$ cat src/rtl/seg_pkg.sv
// Shared types and constants for the 7-segment scan controller.
package seg_pkg;

  localparam logic [6:0] SEG_OFF = 7'h7F;

  // Active-low segment patterns, bit order g..a, indexed by hex value
  localparam logic [6:0] SEG_HEX_LUT [16] = '{
    7'h40, 7'h79, 7'h24, 7'h30, 7'h19, 7'h12, 7'h02, 7'h78,
    7'h00, 7'h10, 7'h08, 7'h03, 7'h46, 7'h21, 7'h06, 7'h0E
  };

  typedef enum logic [1:0] {
    ST_IDLE  = 2'd0,
    ST_BLANK = 2'd1,
    ST_SHOW  = 2'd2
  } scan_state_t;

  typedef struct packed {
    logic       dp;
    logic [3:0] hex;
  } digit_t;

endpackage

$ cat src/rtl/seg_scan_ctrl_if.sv
// Digit write port: valid/ready handshake carrying digit index, hex value and decimal point.
interface seg_scan_ctrl_if #(
  parameter int unsigned NUM_DIGITS = 4
);
  localparam int unsigned IDXW = $clog2(NUM_DIGITS);

  logic            wr_valid;
  logic            wr_ready;
  logic [IDXW-1:0] wr_digit;
  logic [3:0]      wr_data;
  logic            wr_dp;

  modport master (output wr_valid, wr_digit, wr_data, wr_dp, input wr_ready);
  modport slave  (input wr_valid, wr_digit, wr_data, wr_dp, output wr_ready);
endinterface

$ cat src/rtl/seg_hex_decode.sv
// Combinational hex to active-low 7-segment lookup.
module seg_hex_decode
  import seg_pkg::*;
(
  input  logic [3:0] i_hex,
  output logic [6:0] o_seg_n_c
);
  assign o_seg_n_c = SEG_HEX_LUT[i_hex];
endmodule

$ cat src/rtl/seg_scan_ctrl.sv
// Multiplexed 7-segment scan controller with frame-boundary commit of written digits.
// Optional per-digit blinking is built when SEG_SCAN_BLINK_EN is defined.
module seg_scan_ctrl
  import seg_pkg::*;
#(
  parameter  int unsigned NUM_DIGITS   = 4,
  parameter  int unsigned PRESCALE     = 50000,
  parameter  int unsigned BLANK_CYCLES = 16,
  parameter  int unsigned BLINK_DIV    = 25000000,
  localparam int unsigned IDXW         = $clog2(NUM_DIGITS)
) (
  input  logic                  clk,
  input  logic                  rst_n,
  input  logic                  enable,
  seg_scan_ctrl_if.slave        wr,
  input  logic [NUM_DIGITS-1:0] blink_mask,
  output logic [6:0]            seg_n,
  output logic                  dp_n,
  output logic [NUM_DIGITS-1:0] an_n,
  output logic [IDXW-1:0]       scan_idx,
  output logic                  frame_tick
);

  localparam int unsigned CNTW = $clog2(PRESCALE);
  localparam int unsigned SHOW_CYCLES = PRESCALE - BLANK_CYCLES;

  scan_state_t           r_state;
  logic [CNTW-1:0]       r_cnt;
  logic [IDXW-1:0]       r_idx;
  digit_t                r_shadow [NUM_DIGITS];
  digit_t                r_active [NUM_DIGITS];
  logic                  r_dirty;
  logic                  r_wr_ready;
  logic                  r_frame_tick;
  logic [6:0]            r_seg_n;
  logic                  r_dp_n;
  logic [NUM_DIGITS-1:0] r_an_n;

  digit_t     w_cur;
  logic [6:0] w_seg_c;
  logic       w_blank_c;
  logic       w_wr_hit;

  assign w_cur    = r_active[r_idx];
  assign w_wr_hit = wr.wr_valid & r_wr_ready & (32'(wr.wr_digit) < NUM_DIGITS);

  seg_hex_decode u_dec (
    .i_hex     (w_cur.hex),
    .o_seg_n_c (w_seg_c)
  );

`ifdef SEG_SCAN_BLINK_EN
  localparam int unsigned BLKW = (BLINK_DIV > 1) ? $clog2(BLINK_DIV) : 1;

  logic [BLKW-1:0] r_blink_cnt;
  logic            r_phase;

  // Free-running blink phase; masked digits go dark while the phase is low
  always_ff @(posedge clk or negedge rst_n) begin
    if (!rst_n) begin
      r_blink_cnt <= '0;
      r_phase     <= 1'b1;
    end else if (r_blink_cnt == BLKW'(BLINK_DIV - 1)) begin
      r_blink_cnt <= '0;
      r_phase     <= ~r_phase;
    end else begin
      r_blink_cnt <= r_blink_cnt + BLKW'(1);
    end
  end

  assign w_blank_c = blink_mask[r_idx] & ~r_phase;
`else
  logic w_unused_blink;
  assign w_unused_blink = ^{blink_mask, BLINK_DIV};
  assign w_blank_c      = 1'b0;
`endif

  // Scan FSM, write port and registered display outputs
  always_ff @(posedge clk or negedge rst_n) begin
    if (!rst_n) begin
      r_state      <= ST_IDLE;
      r_cnt        <= '0;
      r_idx        <= '0;
      r_shadow     <= '{default: '0};
      r_active     <= '{default: '0};
      r_dirty      <= 1'b0;
      r_wr_ready   <= 1'b0;
      r_frame_tick <= 1'b0;
      r_seg_n      <= SEG_OFF;
      r_dp_n       <= 1'b1;
      r_an_n       <= '1;
    end else begin
      r_wr_ready   <= 1'b1;
      r_frame_tick <= 1'b0;
      r_seg_n      <= SEG_OFF;
      r_dp_n       <= 1'b1;
      r_an_n       <= '1;

      // Commit happens before the write so a coincident write stays pending
      if (r_frame_tick && r_dirty) begin
        r_active <= r_shadow;
        r_dirty  <= 1'b0;
      end
      if (w_wr_hit) begin
        r_shadow[wr.wr_digit] <= '{dp: wr.wr_dp, hex: wr.wr_data};
        r_dirty               <= 1'b1;
      end

      if (!enable) begin
        r_state <= ST_IDLE;
        r_cnt   <= '0;
        r_idx   <= '0;
      end else begin
        case (r_state)
          ST_IDLE: begin
            r_state <= ST_BLANK;
            r_cnt   <= '0;
            r_idx   <= '0;
          end
          ST_BLANK: begin
            r_seg_n <= w_blank_c ? SEG_OFF : w_seg_c;
            r_dp_n  <= w_blank_c | ~w_cur.dp;
            if (r_cnt == CNTW'(BLANK_CYCLES - 1)) begin
              r_state <= ST_SHOW;
              r_cnt   <= '0;
            end else begin
              r_cnt <= r_cnt + CNTW'(1);
            end
          end
          ST_SHOW: begin
            r_seg_n <= w_blank_c ? SEG_OFF : w_seg_c;
            r_dp_n  <= w_blank_c | ~w_cur.dp;
            r_an_n  <= ~(NUM_DIGITS'(1) << r_idx);
            if (r_cnt == CNTW'(SHOW_CYCLES - 1)) begin
              r_state <= ST_BLANK;
              r_cnt   <= '0;
              if (r_idx == IDXW'(NUM_DIGITS - 1)) begin
                r_idx        <= '0;
                r_frame_tick <= 1'b1;
              end else begin
                r_idx <= r_idx + IDXW'(1);
              end
            end else begin
              r_cnt <= r_cnt + CNTW'(1);
            end
          end
          default: r_state <= ST_IDLE;
        endcase
      end
    end
  end

  assign wr.wr_ready = r_wr_ready;
  assign seg_n       = r_seg_n;
  assign dp_n        = r_dp_n;
  assign an_n        = r_an_n;
  assign scan_idx    = r_idx;
  assign frame_tick  = r_frame_tick;

endmodule

$ cat src/flat_wrapper.sv
// flat-port wrapper written by rule: the top's interface ports become plain ports
module seg_scan_ctrl_flat import seg_pkg::*;
#(
  parameter  int unsigned NUM_DIGITS   = 4,
  parameter  int unsigned PRESCALE     = 50000,
  parameter  int unsigned BLANK_CYCLES = 16,
  parameter  int unsigned BLINK_DIV    = 25000000,
  localparam int unsigned IDXW         = $clog2(NUM_DIGITS)
)
  (clk, rst_n, enable, blink_mask, seg_n, dp_n, an_n, scan_idx, frame_tick, wr_wr_valid, wr_wr_digit, wr_wr_data, wr_wr_dp, wr_wr_ready);
  seg_scan_ctrl_if #(.NUM_DIGITS(NUM_DIGITS)) wr_i ();
  input  logic clk;
  input  logic rst_n;
  input  logic enable;
  input  logic [NUM_DIGITS-1:0] blink_mask;
  output logic [6:0] seg_n;
  output logic dp_n;
  output logic [NUM_DIGITS-1:0] an_n;
  output logic [IDXW-1:0] scan_idx;
  output logic frame_tick;
  input wire logic [$bits(wr_i.wr_valid)-1:0] wr_wr_valid;
  input wire logic [$bits(wr_i.wr_digit)-1:0] wr_wr_digit;
  input wire logic [$bits(wr_i.wr_data)-1:0] wr_wr_data;
  input wire logic [$bits(wr_i.wr_dp)-1:0] wr_wr_dp;
  output wire logic [$bits(wr_i.wr_ready)-1:0] wr_wr_ready;
  assign wr_i.wr_valid = wr_wr_valid;
  assign wr_i.wr_digit = wr_wr_digit;
  assign wr_i.wr_data = wr_wr_data;
  assign wr_i.wr_dp = wr_wr_dp;
  assign wr_wr_ready = wr_i.wr_ready;
  seg_scan_ctrl #(.NUM_DIGITS(NUM_DIGITS), .PRESCALE(PRESCALE), .BLANK_CYCLES(BLANK_CYCLES), .BLINK_DIV(BLINK_DIV)) u_core (.clk(clk), .rst_n(rst_n), .enable(enable), .wr(wr_i), .blink_mask(blink_mask), .seg_n(seg_n), .dp_n(dp_n), .an_n(an_n), .scan_idx(scan_idx), .frame_tick(frame_tick));
endmodule
$ cat config.mk
export PLATFORM = sky130hd
export DESIGN_NAME = seg_scan_ctrl_flat
export DESIGN_NICKNAME = d
export VERILOG_FILES = /design/src/rtl/seg_pkg.sv /design/src/rtl/seg_scan_ctrl_if.sv /design/src/rtl/seg_hex_decode.sv /design/src/rtl/seg_scan_ctrl.sv /design/src/flat_wrapper.sv
export SDC_FILE = /design/constraint.sdc
export NUM_CORES = 1
export LEC_CHECK = 0
export ABC_AREA = 1
export CELL_PAD_IN_SITES_DETAIL_PLACEMENT = 1
export CELL_PAD_IN_SITES_GLOBAL_PLACEMENT = 2
export CORE_ASPECT_RATIO = 0.6
export CORE_MARGIN = 3
export CORE_UTILIZATION = 25
export CTS_CLUSTER_SIZE = 10
export DETAILED_ROUTE_END_ITERATION = 8
export PLACE_DENSITY = 0.65
export SYNTH_ARGS = -nofsm -noshare
export SYNTH_HDL_FRONTEND = slang
export SYNTH_SLANG_ARGS = --single-unit
$ cat constraint.sdc
create_clock -name clk -period 3.85 [get_ports clk]
set_input_delay 0.77 -clock clk [delete_from_list [all_inputs] [get_ports clk]]
set_output_delay 0.77 -clock clk [all_outputs]
set_load 0.01 [all_outputs]
==> flow_metrics.env, run 1 <==
export IMPL_finalCritPeriodShare_pct=66.7
export IMPL_setup_viol=0
export IMPL_drt_iter0_drc=112
export IMPL_yosysWarningCount=0
export IMPL_startpoint_type="flop"
export IMPL_clkPwrFrac_pct=38.8
export IMPL_power_frac_seq_pct=41.6
export IMPL_core_sq_um=14700
export IMPL_final_max_slew_viol_count=0
export IMPL_fmax_mhz=389
export IMPL_post_dp_hpwl_microns=7140
export IMPL_cts_hold_buffers=0
export IMPL_synth_cell_types=36
export IMPL_finalPower_w=0.00228
export IMPL_cp_data_required_time_ns=4.08
export IMPL_final_hold_violation_count=0
export IMPL_setup_worst_path_end="u_core.seg_n[3]"
export IMPL_fin_crit_ns=2.57
export IMPL_die_w_microns=165
export IMPL_ant_nets=0
export IMPL_setup_slack_ns=1.28
export IMPL_ff2ff_setup_slack_ns=1.28
export IMPL_finalClockSkew_ns=0.00791
export IMPL_met2WireLength_microns=3880
export IMPL_critPathKind="flop to flop"
export IMPL_drt_first_pass_iters=4
export IMPL_num_rows=34
export IMPL_die_area_sq_um=16800
export IMPL_numCtsBuffers=9
export IMPL_drive_gt1_share_pct=13.5
export IMPL_peakVddDrop_mv=0.227
export IMPL_num_antenna_cells=0
export IMPL_grt_pass1_vias=3180
export IMPL_rsz0062_at_grt="false"
export IMPL_yosysMostFrequentCell="nand2_1"
export IMPL_p_sw_w=0.000704
export IMPL_critPathMaxFanout=16
export IMPL_placed_cell_area_sq_um=4280
export IMPL_track_usage_pct=12.9
export IMPL_cts_setup_buffers=0
export IMPL_die_h_microns=102
export IMPL_syn_to_final_growth_pct=20.6
export IMPL_ys_flop_type="dfrtp_1"
export IMPL_syn_avg_cell_area_sq_um=8.51
export IMPL_clkTransAtPathRegs_ns=0.06
export IMPL_dr_wl_met3_microns=324
export IMPL_worstSetupEndpointType="flop"
export IMPL_synth_top_cell_area_share_pct=41.5
export IMPL_synth_area_leaders="dfrtp_1 (41%), nand2_1 (15%), dfstp_2 (8.3%)"
export IMPL_async_flop_share_pct=100
export IMPL_vias=2982
export IMPL_wl_microns=9910
export IMPL_synth_nets=477
export IMPL_r2r_end="u_core.seg_n[3]"
export IMPL_yosys_top_cells_count="nand2_1 (148), dfrtp_1 (63), inv_1 (39)"
export IMPL_nFillCells=1748
export IMPL_fin_tns_setup_ns=0
export IMPL_grt_max_degree=76
export IMPL_h_tree_depth=3
export IMPL_combinationalPowerShare_pct=19.5
export IMPL_ctsLongestPathBuffers=2
export IMPL_clk_latency_ns=0.34
export IMPL_crit_start="u_core.scan_idx[0]"
export IMPL_ios=31
export IMPL_drc=0
export IMPL_postLayoutCoreUtil_pct=31.3
export IMPL_cts_root_buf="clkbuf_16"
export IMPL_hold_class="flop to flop"
export IMPL_wl_per_cell_microns=14.6
export IMPL_start_util_pct=25.9
export IMPL_ys_seq_area_share_pct=49.8
export IMPL_via_per_inst=4.38
export IMPL_drt_met1_wl_microns=5630
export IMPL_finish_instance_area_sq_um=4590
export IMPL_synth_top_area_cell="dfrtp_1"
export IMPL_swShare_pct=30.9
export IMPL_grt_overflow_total=0
export IMPL_port_buffers=26
export IMPL_worst_pin_slew_ns=1.03
export IMPL_post_cts_resized=0
export IMPL_p_per_area_nw_per_um2=497
export IMPL_slew_headroom_pct=31.2
export IMPL_antenna_found_initial=0
export IMPL_top_layer="met4"
export IMPL_leakagePower_nw=2.23
export IMPL_syn_inst=447
export IMPL_post_place_ws_ns=1.23
export IMPL_layout_nets=508
export IMPL_r2r_cells=10
export IMPL_place_gp_congestion=0.763
export IMPL_p_int_w=0.00158
export IMPL_reg2reg_from="u_core.scan_idx[0]"
export IMPL_drv_cap=0
export IMPL_grt_first_pass_wirelength_microns=16600
export IMPL_outcome="completed"
export IMPL_syn_area_sq_um=3800
export IMPL_yosys_register_bits=75
export IMPL_cts_tree="done"
export IMPL_critPathArrivalTime_ns=2.80
export IMPL_synth_edff_count=0
export IMPL_cts_sinks=75
cell usage in the layout (no fill, tap or decap), types with 9 or more instances in the layout:
| master | count |
|---|---|
| dfstp_2 | 12 |
| clkdlybuf4s50_1 | 25 |
| mux2_2 | 15 |
| nand2_1 | 148 |
| dfrtp_1 | 63 |
| inv_1 | 39 |
| ha_1 | 15 |
| nor2_1 | 34 |
| nand3_1 | 33 |
| o21ai_0 | 37 |
| clkbuf_16 | 9 |
metal layers:
metal,GRT usage (%),vias to the layer above
li1,-,1496
met1,19.1,1442
met3,3.64,7
met2,18.8,37
met5,0,-
met4,2.77,0
state kept, by name, indices dropped and copies added, names as in the netlist:
name,cells
u_core.r_active,20
u_core.r_shadow,20
u_core.r_cnt,16
u_core.seg_n,7
u_core.an_n,4
u_core.r_state,2
u_core.scan_idx,2
u_core.dp_n,1
u_core.frame_tick,1
u_core.r_dirty,1
u_core.wr.wr_ready,1
stage by stage:
stage	hold WS, ns	instances
final	0.485	681
after floorplan	0.449	447
after global routing	0.514	681
after global placement	0.465	665
after detailed placement	0.473	665
after CTS	0.488	681
worst min path at each step:
stage                          end           startpoint  slack [ns]  depth (start not counted)
6_report        u_core.r_shadow[9]   u_core.r_shadow[9]        0.49                          2
5_1_grt        u_core.r_active[10]  u_core.r_active[10]        0.51                          1
4_1_cts         u_core.r_shadow[9]   u_core.r_shadow[9]        0.49                          2
3_5_place_dp    u_core.r_shadow[9]   u_core.r_shadow[9]        0.47                          2
3_3_place_gp    u_core.r_shadow[7]   u_core.r_shadow[7]        0.46                          2
2_1_floorplan  u_core.r_shadow[10]  u_core.r_shadow[10]        0.45                          2
area by class of cell:
type	instances	area (sq um)	share of cell area [%]
Clock buffer	10	239	5.21
Clock inverter	6	72.6	1.58
Inverter	41	154	3.36
Multi-Input combinational cell	323	1710	37.3
Sequential cell	75	1890	41.2
Tap cell	198	248	5.40
Timing Repair Buffer	28	273	5.95
power groups by stage:
stage	combinational, W	clock (W)	sequential [W]
after floorplan	0.000252	0	0.000960
after global placement	0.000450	0	0.000961
after detailed placement	0.000454	0	0.000964
after CTS	0.000460	0.000913	0.000951
after global routing	0.000505	0.000953	0.000961
final	0.000446	0.000886	0.000949
cell families (layout without fill, tap and decap cells):
family          after synthesis  after routing  synth area share, %
flops                        75             75                 49.8
simple gates                239            239                 27.6
buf+inv                      49             85                 5.30
mux                          15             15                 4.44
fa+ha+maj                    15             15                 4.94
other cells                   1              1               0.0986
xor+xnor                      5              5                 1.15
compound gates               48             48                 6.71
critical path: stages (launching register included):
cell     delay (ns)
dfrtp_1        0.75
inv_1          0.41
nand2_1        0.14
nand3_1        0.08
nand2_1        0.32
inv_1          0.12
ha_1           0.23
nand2_1        0.12
o21ai_0        0.10
nand2_1        0.07
nand3_1        0.11
(Power assumes the default switching activity.)
==> inputs of run 2 (changes only) <==
--- a/config.mk
+++ b/config.mk
@@ -13,7 +13,7 @@
 export CORE_UTILIZATION = 25
 export CTS_CLUSTER_SIZE = 10
 export DETAILED_ROUTE_END_ITERATION = 8
-export PLACE_DENSITY = 0.65
+export PLACE_DENSITY = 0.68
 export SYNTH_ARGS = -nofsm -noshare
 export SYNTH_HDL_FRONTEND = slang
 export SYNTH_SLANG_ARGS = --single-unit
==> constraint.sdc (replaced) <==
create_clock -name clk -period 2.1 [get_ports clk]
set_input_delay 0.42 -clock clk [delete_from_list [all_inputs] [get_ports clk]]
set_output_delay 0.42 -clock clk [all_outputs]
set_load 0.01 [all_outputs]
==> run 2 against run 1 <==
Combinational power increased by 100%; largest power group unchanged; critical path depth decreased by 8; worst setup slack got worse by 1.2 ns; clock skew decreased by 0.0014 ns.
==> flow_metrics.env, run 2 (synthesis results as in run 1) <==
export IMPL_die_h_microns=102
export IMPL_dr_wl_met3_microns=279
export IMPL_holdWs_ns=0.0425
export IMPL_fin_crit_ns=2.00
export IMPL_drv_cap=0
export IMPL_layout_common_cells="nand2_1 (147), dfrtp_1 (63), inv_1 (38), o21ai_0 (37), nor2_1 (34)"
export IMPL_drc=0
export IMPL_grt_overflow_total=0
export IMPL_die_area_sq_um=16800
export IMPL_vias=3117
export IMPL_num_antenna_cells=0
export IMPL_grt_first_pass_wirelength_microns=17900
export IMPL_h_tree_depth=3
export IMPL_ctsLongestPathBuffers=2
export IMPL_cts_root_buf="clkbuf_16"
export IMPL_worstSetupEndpointType="output pin"
export IMPL_final_max_slew_viol_count=0
export IMPL_ios=31
export IMPL_via_per_inst=4.46
export IMPL_drt_first_pass_iters=4
export IMPL_wl_microns=10600
export IMPL_grt_max_degree=37
export IMPL_final_hold_violation_count=0
export IMPL_wl_per_cell_microns=15.2
export IMPL_clkTransAtPathRegs_ns=0.06
export IMPL_setup_viol=0
export IMPL_port_buffers=26
export IMPL_rsz0062_at_grt="false"
export IMPL_peakVddDrop_mv=0.384
export IMPL_critPathArrivalTime_ns=1.58
export IMPL_place_gp_congestion=0.808
export IMPL_critPathMaxFanout=15
export IMPL_final_cells=699
export IMPL_die_w_microns=165
export IMPL_final_common_cell="nand2_1"
export IMPL_nFillCells=1758
export IMPL_ant_nets=0
export IMPL_outcome="completed"
export IMPL_core_sq_um=14700
export IMPL_antenna_found_initial=0
export IMPL_fin_tns_setup_ns=0
export IMPL_layout_nets=526
export IMPL_grt_pass1_vias=3309
export IMPL_cts_sinks=75
export IMPL_reg_top3="u_core.r_active x20, u_core.r_shadow x20, u_core.r_cnt x16"
export IMPL_leakagePower_nw=2.32
export IMPL_numCtsBuffers=9
export IMPL_syn_to_final_growth_pct=25.0
export IMPL_cts_hold_buffers=0
export IMPL_cp_data_required_time_ns=1.68
export IMPL_postLayoutCoreUtil_pct=32.4
export IMPL_drt_iter0_drc=119
export IMPL_num_rows=34
export IMPL_cts_tree="done"
export IMPL_clk_latency_ns=0.34
export IMPL_hold_class="input port to async pin"
export IMPL_finalClockSkew_ns=0.00651
export IMPL_drive_gt1_share_pct=17.0
export IMPL_placed_cells=680
export IMPL_met2WireLength_microns=4390
export IMPL_finalCritPeriodShare_pct=95.3
export IMPL_drt_met1_wl_microns=5880
export IMPL_fmax_mhz=500
export IMPL_startpoint_type="flop"
export IMPL_top_layer="met4"
export IMPL_r2r_cells=10
export IMPL_track_usage_pct=13.9
export IMPL_p_per_area_nw_per_um2=913
export IMPL_critPathKind="flop to output pin"
export IMPL_start_util_pct=25.9
export IMPL_post_dp_hpwl_microns=7890
==> run 2: cell types whose count changed in the layout (fill, tap and decap cells not counted), sizes merged <==
| cell | delta |
|---|---|
| buf | +18 |
| clkinvlp | +3 |
| clkbuf | -1 |
| clkinv | -3 |
| bufinv | +1 |
==> run 2: cell type report <==
| type | instances | area (sq um) | share of cell area [%] |
|---|---|---|---|
| timing repair buffer | 46 | 420 | 8.84 |
| sequential | 75 | 1890 | 39.8 |
| clock inverter | 7 | 100 | 2.11 |
| inverter | 41 | 158 | 3.32 |
| clock buffer | 9 | 225 | 4.74 |
| multi-input combinational | 323 | 1710 | 36.0 |
| tap | 198 | 248 | 5.21 |
==> run 2: per-stage QoR <==
stage | instance area (sq um) | setup WS, ns | total power (W)
finish | 4750 | 0.0992 | 0.00434
global route | 4750 | 0.0280 | 0.00460
CTS | 4730 | 0.148 | 0.00440
detailed placement | 4400 | 0.186 | 0.00265
global placement | 4400 | 0.291 | 0.00264
floorplan | 3800 | 0.451 | 0.00222
==> run 2: final timing paths <==
kind | end | start | slack (ns)
max | scan_idx[0] | u_core.scan_idx[0] | 0.1
min | u_core.r_state[1] | rst_n | 0.04
max reg2reg | u_core.seg_n[0] | u_core.scan_idx[0] | 0.28
min reg2reg | u_core.r_shadow[6] | u_core.r_shadow[6] | 0.49
max in group asynchronous | u_core.seg_n[4] | rst_n | 1.42
min in group clk | u_core.r_shadow[6] | u_core.r_shadow[6] | 0.49
==> run 2: routing by layer <==
metal	up-vias	track usage [%]
li1	1535	-
met1	1540	21.2
met5	-	0
met4	0	3.87
met3	9	3.27
met2	33	19.4
==> run 2: critical path, cell delays in order (launching register included) <==
cell and delay (ns):
dfrtp_1 0.39, buf_4 0.26, clkdlybuf4s50_1 0.58
==> run 2: report_power, final <==
group / total [W] / internal [W] / switching, W
clock network: 0.00171 / 0.00105 / 0.000664
registers: 0.00172 / 0.00164 / 0.0000809
logic: 0.000910 / 0.000348 / 0.000562
==> run 2: what timing repair did <==
item / 4_1_cts / 5_1_grt
setup endpoints to repair: 0 / 2
setup buffers: 0 / 3
gates resized for setup: 0 / 2
